### config.mk
export PLATFORM = sky130hd
export DESIGN_NAME = rf_mp
export DESIGN_NICKNAME = d
export VERILOG_FILES = /design/src/rtl/rf_mp.sv
export SDC_FILE = /design/constraint.sdc
export NUM_CORES = 1
export LEC_CHECK = 0
export CAP_MARGIN = 5
export CORE_ASPECT_RATIO = 1.75
export CORE_MARGIN = 8
export CORE_UTILIZATION = 62
export DETAILED_ROUTE_END_ITERATION = 8
export DONT_BUFFER_PORTS = 1
export GPL_TIMING_DRIVEN = 0
export PLACE_DENSITY = 0.8
export SYNTH_ARGS = -nofsm -noshare
export SYNTH_HDL_FRONTEND = slang
export SYNTH_SLANG_ARGS = --single-unit
### constraint.sdc
create_clock -name clk_i -period 6.6 [get_ports clk_i]
set_input_delay 1.32 -clock clk_i [delete_from_list [all_inputs] [get_ports clk_i]]
set_output_delay 1.32 -clock clk_i [all_outputs]
set_load 0.01 [all_outputs]
### src/rtl/rf_mp.sv
// Multi-port CPU register file: NUM_RD combinational read ports, one single/pair write port,
// a stack pointer with push/pop stepping, and a status register with per-bit flag masking.
module rf_mp #(
  parameter int unsigned       NUM_REGS = 6,
  parameter int unsigned       DATA_W   = 8,
  parameter int unsigned       NUM_RD   = 2,
  parameter int unsigned       SP_IDX   = 3,
  parameter int unsigned       P_IDX    = 4,
  parameter logic [DATA_W-1:0] SP_RST   = DATA_W'(8'hFD),
  parameter logic [DATA_W-1:0] P_RST    = DATA_W'(8'h34),
  parameter bit                BYPASS   = 1'b1,
  localparam int unsigned      AW       = (NUM_REGS > 1) ? $clog2(NUM_REGS) : 1
) (
  input  logic                     clk_i,
  input  logic                     rstn_i,
  input  logic [NUM_RD*AW-1:0]     rd_addr_i,
  output logic [NUM_RD*DATA_W-1:0] rd_data_o,
  input  logic                     wr_en_i,
  input  logic                     wr_pair_i,
  input  logic [AW-1:0]            wr_addr_i,
  input  logic [2*DATA_W-1:0]      wr_data_i,
  input  logic [1:0]               sp_op_i,
  input  logic [DATA_W-1:0]        flag_we_i,
  input  logic [DATA_W-1:0]        flag_data_i,
  output logic [DATA_W-1:0]        sp_o,
  output logic [DATA_W-1:0]        p_o,
  output logic                     sp_wrap_o,
  output logic                     wr_err_o
);

  localparam logic [AW:0] NRegs = (AW+1)'(NUM_REGS);

  logic [DATA_W-1:0] regs_q [NUM_REGS];
  logic [DATA_W-1:0] regs_d [NUM_REGS];
  logic [DATA_W-1:0] wr_val [NUM_REGS];
  logic [NUM_REGS-1:0] wr_hit;
  logic [AW:0]       addr_lo, addr_hi;
  logic              wr_ok;
  logic              sp_wrap_q, sp_wrap_d;
  logic              wr_err_q, wr_err_d;
  logic [DATA_W-1:0] sp_cur;

  assign sp_cur = regs_q[SP_IDX];

  // Write decode: a pair is legal only if both halves land inside the file.
  always_comb begin
    addr_lo = {1'b0, wr_addr_i};
    addr_hi = addr_lo + (AW+1)'(1);
    wr_ok   = wr_en_i && (addr_lo < NRegs) && (!wr_pair_i || (addr_hi < NRegs));
    for (int i = 0; i < NUM_REGS; i++) begin
      wr_hit[i] = 1'b0;
      wr_val[i] = '0;
      if (wr_ok && (addr_lo == (AW+1)'(i))) begin
        wr_hit[i] = 1'b1;
        wr_val[i] = wr_data_i[DATA_W-1:0];
      end else if (wr_ok && wr_pair_i && (addr_hi == (AW+1)'(i))) begin
        wr_hit[i] = 1'b1;
        wr_val[i] = wr_data_i[2*DATA_W-1:DATA_W];
      end
    end
  end

  always_comb begin
    regs_d    = regs_q;
    sp_wrap_d = 1'b0;
    wr_err_d  = wr_err_q | (wr_en_i & ~wr_ok);
    for (int i = 0; i < NUM_REGS; i++) begin
      if (wr_hit[i]) regs_d[i] = wr_val[i];
    end
    // A write-port write to SP overrides any push/pop in the same cycle.
    if (!wr_hit[SP_IDX]) begin
      if (sp_op_i == 2'b01) begin
        regs_d[SP_IDX] = sp_cur - DATA_W'(1);
        sp_wrap_d      = (sp_cur == '0);
      end else if (sp_op_i == 2'b10) begin
        regs_d[SP_IDX] = sp_cur + DATA_W'(1);
        sp_wrap_d      = (sp_cur == '1);
      end
    end
    regs_d[P_IDX] = (regs_d[P_IDX] & ~flag_we_i) | (flag_data_i & flag_we_i);
  end

  always_ff @(posedge clk_i or negedge rstn_i) begin
    if (!rstn_i) begin
      for (int i = 0; i < NUM_REGS; i++) begin
        if (i == SP_IDX)     regs_q[i] <= SP_RST;
        else if (i == P_IDX) regs_q[i] <= P_RST;
        else                 regs_q[i] <= '0;
      end
      sp_wrap_q <= 1'b0;
      wr_err_q  <= 1'b0;
    end else begin
      regs_q    <= regs_d;
      sp_wrap_q <= sp_wrap_d;
      wr_err_q  <= wr_err_d;
    end
  end

  // Out-of-range addresses match no register and read 0.
  always_comb begin
    rd_data_o = '0;
    for (int k = 0; k < NUM_RD; k++) begin
      for (int i = 0; i < NUM_REGS; i++) begin
        if (rd_addr_i[k*AW +: AW] == AW'(i)) begin
          if (BYPASS && rstn_i && wr_hit[i]) rd_data_o[k*DATA_W +: DATA_W] = wr_val[i];
          else                               rd_data_o[k*DATA_W +: DATA_W] = regs_q[i];
        end
      end
    end
  end

  assign sp_o      = regs_q[SP_IDX];
  assign p_o       = regs_q[P_IDX];
  assign sp_wrap_o = sp_wrap_q;
  assign wr_err_o  = wr_err_q;

endmodule
==> results list <==
- The net count of the finished layout is a little under 700.
* Final total power: 0.00132 W
- Leading register cell type out of synthesis: sky130_fd_sc_hd__dfrtp_1
- Data on the critical path arrives at its endpoint at ~4500 ps.
* Number of routed nets with antenna violations: 0
- Routability-driven placement finished with a final weighted congestion of approximately 1.1.
* Total power density per cell area: 261 mW/mm^2
- Synth-to-layout area growth: 5.76%
- The later pin in the worst-skew pair is clocked with a latency of roughly 290 ps.
* CTS clock-pin slew for the worst setup and hold paths: roughly 70 ps
* Endpoint of the worst hold-timing path: regs_q[39]
- Via count of the first global-routing pass: 5022
* Horiz. Die Dim: slightly above 80 microns
- Post-Place Setup Slack: roughly 1000 ps
* Number of instances resized during post-cts repair: 0
- The number of nets in the synthesized netlist is 671.
* First-pass DRT Iterations: 6
- In this run the critical register-to-register path is launched from sp_o[0].
* Grt total ovfl: 0
- Setup violations remaining at the end of the flow were counted as 0.
* Critical path fanouts, max: 10
- The clock period could shrink to 5820 ps.
- In this run the count of I/O pins placed on the die edge is between 80 and 90.
- Worst hold path class: flop to flop
* Clock sinks: 50
* Clock tree skew after final layout: between 2 and 3 ps
- Kind of capture point of the worst setup path: primary output
- Counting instances, the worst hold path has a depth of 2.
* Part of the Yosys area used for sequential elements: 26.3%
- The tree is rooted in a sky130_fd_sc_hd__clkbuf_16.
- Worst Reg2Reg Path Length in Cells: 6
- Gate Count Post-Synth: 615
- In this run the standard cell core region covers 0.00751 sq mm.
- Worst-Margin Slew: ~1100 ps
- For this run, design rule violations remaining after detail routing come to 0.
- Count of distinct cell types in the synthesized netlist: 69
* Fraction of registers with async set/reset: 100%
* Clock tree from TritonCTS: built
- Die outline area: 0.0109 sq mm
* Share of the core filled with cells in the final layout: 67.5%
- Worst setup SP type: input port
* Inserted Clock Buffers: 5
- After synthesis the netlist holds a flip-flop and latch count of 50.
- DRT iter0 DRCs: 657
- Maximum buffer depth of the clock tree: 2
- 0 antenna diodes ended up in the layout.
* Worst Path Required: 5280 ps
- Average routed wire per standard cell: ~26 microns
- Fmax achieved: 0.172 GHz
* Largest net degree at the start of global routing: 57
- Summing all multi-input logic gate instances after layout gives 0.00306 sq mm.
- Each instance of the synthesized netlist takes up on average between 7 and 8 sq um.
- Cells with a size suffix above 1 make up 10.8% of the layout.
- Routed wire length: 18100 microns
- Initial antenna violation count: 0
- Summed over all cells, the static leakage comes to 1.98 nW.
- Leading cell type in the layout, fill and taps excluded: sky130_fd_sc_hd__nand2_1
- Global-route wire length before repair: approximately 27000 microns
* H-tree depth: 2
- Across all hold checks on the routed design, the worst slack comes to 545 ps.
- Smallest setup slack after layout: slightly below 800 ps
* Filler cell count in the final layout: roughly 700
* Commonest cells after routing, fill and taps aside: sky130_fd_sc_hd__nand2_1 (88), sky130_fd_sc_hd__clkbuf_1 (43), sky130_fd_sc_hd__dfrtp_1 (40)
- For this run, the number of Yosys warnings is 0.
* Number of hold buffers added after CTS: 0
- Total Negative Setup Slacks: 0 ps
- Via Count: 5257
- The initial utilization of the core area, before any placement, comes to 63.9%.
- Crit Reg-Reg Endpoint: sp_o[5]
- Status: complete, no violations
- Number of maximum-capacitance violations: 0
- GRT Util Overall: 33.2%
- Setup repair after global routing left no endpoint under its margin.
* Final Hold Fails: 0
- Critical Setup Path Class: input port to primary output
* Synth Cell Area: ~0.0048 sq mm
- Share of the clock period used by the worst path: 88.1%
- Post-DP HPWL: 13100 microns
- HP Start: regs_q[39]
- Buffers placed on the I/O ports in this run total 0.
- Final Slew Violations: 0
- Sequential Area: roughly 0.0013 sq mm
* Vias/cell: 7.39
* Relative slew slack: about 25%
- Number of rows created at floorplan: 42
- Peak VDD IR: 0.157 mV
- Floorplan die height: approximately 130 microns
* EDFF count, synth: 0
- Worst-case register-to-register setup slack: 4530 ps
- In this run the post-CTS setup repair buffer count came out at 0.
power breakdown:
part / leakage, nW / internal, W / switching, W
clock: 0.0771 / 0.000179 / 0.000117
sequential: 0.573 / 0.000407 / 0.0000845
combinational: 1.33 / 0.000215 / 0.000319
total: 1.98 / 0.000802 / 0.000521
how the worst max path moves through the flow:
stage,startpoint,endpoint,slack (ps)
after floorplan,wr_addr_i[2],rd_data_o[5],1600
after global placement,wr_addr_i[2],rd_data_o[3],1100
after detailed placement,wr_addr_i[2],rd_data_o[3],1010
after CTS,wr_addr_i[2],rd_data_o[3],990
after global routing,wr_addr_i[2],rd_data_o[3],560
final,wr_addr_i[2],rd_data_o[3],780
layer usage:
metal  part of all wire (%)  global-route usage, %
met2                     47                   51.9
met5                      0                      0
met3                     11                   7.58
met4                    8.9                   25.6
met1                     33                   36.9
metrics by stage:
stage / instances / area [sq um]
global placement: 703 / 4910
detailed placement: 703 / 4910
floorplan: 615 / 4800
finish: 711 / 5070
global route: 711 / 5070
CTS: 711 / 5070
logic make-up after synthesis:
| kind of cell | after synthesis | synth area share, % |
|---|---|---|
| buffers and inverters | 102 | 9.86 |
| DFF | 50 | 26.3 |
| adders and majority gates | 9 | 2.35 |
| xor gates and xnor gates | 7 | 1.28 |
| muxes | 31 | 6.73 |
| and+or+nand+nor | 198 | 20.3 |
| AOI/OAI and AO/OA | 218 | 33.2 |
worst max-delay path, cell delays in order:
cell and delay (ps):
sky130_fd_sc_hd__buf_2 190, sky130_fd_sc_hd__inv_1 130, sky130_fd_sc_hd__ha_1 320, sky130_fd_sc_hd__buf_4 170, sky130_fd_sc_hd__nand3b_1 350, sky130_fd_sc_hd__nand2b_1 170
sky130_fd_sc_hd__clkbuf_1 280, sky130_fd_sc_hd__clkbuf_1 390, sky130_fd_sc_hd__o22ai_1 140, sky130_fd_sc_hd__a2bb2oi_1 590, sky130_fd_sc_hd__a22oi_1 200, sky130_fd_sc_hd__o2111ai_1 220
synth_stat cells (3+ instances only):
| cell | number | area [sq um] |
|---|---|---|
| sky130_fd_sc_hd__a211oi_1 | 9 | 67.6 |
| sky130_fd_sc_hd__a21o_1 | 5 | 37.5 |
| sky130_fd_sc_hd__a21oi_1 | 18 | 90.1 |
| sky130_fd_sc_hd__a22o_1 | 12 | 105 |
| sky130_fd_sc_hd__a22oi_1 | 18 | 135 |
| sky130_fd_sc_hd__a2bb2oi_1 | 7 | 61.3 |
| sky130_fd_sc_hd__a31oi_1 | 28 | 175 |
| sky130_fd_sc_hd__a41oi_1 | 5 | 43.8 |
| sky130_fd_sc_hd__and2_1 | 5 | 31.3 |
| sky130_fd_sc_hd__and3_1 | 3 | 18.8 |
| sky130_fd_sc_hd__and4_1 | 9 | 78.8 |
| sky130_fd_sc_hd__buf_2 | 9 | 45.0 |
| sky130_fd_sc_hd__buf_4 | 17 | 128 |
| sky130_fd_sc_hd__clkbuf_1 | 42 | 158 |
| sky130_fd_sc_hd__dfrtp_1 | 40 | 1000 |
| sky130_fd_sc_hd__dfstp_2 | 10 | 263 |
| sky130_fd_sc_hd__ha_1 | 9 | 113 |
| sky130_fd_sc_hd__inv_1 | 30 | 113 |
| sky130_fd_sc_hd__mux2_2 | 10 | 113 |
| sky130_fd_sc_hd__mux2i_1 | 21 | 210 |
| sky130_fd_sc_hd__nand2_1 | 88 | 330 |
| sky130_fd_sc_hd__nand2b_1 | 6 | 37.5 |
| sky130_fd_sc_hd__nand3_1 | 11 | 55.1 |
| sky130_fd_sc_hd__nand3b_1 | 4 | 30.0 |
| sky130_fd_sc_hd__nand4_1 | 3 | 18.8 |
| sky130_fd_sc_hd__nor2_1 | 36 | 135 |
| sky130_fd_sc_hd__nor2b_1 | 4 | 25.0 |
| sky130_fd_sc_hd__nor3_1 | 11 | 55.1 |
| sky130_fd_sc_hd__nor3b_1 | 4 | 30.0 |
| sky130_fd_sc_hd__o2111ai_1 | 10 | 87.6 |
| sky130_fd_sc_hd__o211ai_1 | 24 | 180 |
| sky130_fd_sc_hd__o21a_1 | 8 | 60.1 |
| sky130_fd_sc_hd__o21ai_0 | 17 | 85.1 |
| sky130_fd_sc_hd__o21ai_1 | 3 | 15.0 |
| sky130_fd_sc_hd__o221ai_1 | 4 | 35.0 |
| sky130_fd_sc_hd__o22a_1 | 11 | 96.3 |
| sky130_fd_sc_hd__o22ai_1 | 12 | 75.1 |
| sky130_fd_sc_hd__o2bb2ai_1 | 7 | 61.3 |
| sky130_fd_sc_hd__xnor2_1 | 5 | 43.8 |
final cells by class:
cell class	count	share of cell area (%)
buffer	72	7.10
clock buffer	6	2.54
clock inverter	2	0.740
inverter	30	2.22
multi-input combinational	463	60.3
sequential	50	24.9
tap	88	2.17
Power figures use the tool's default switching activity.
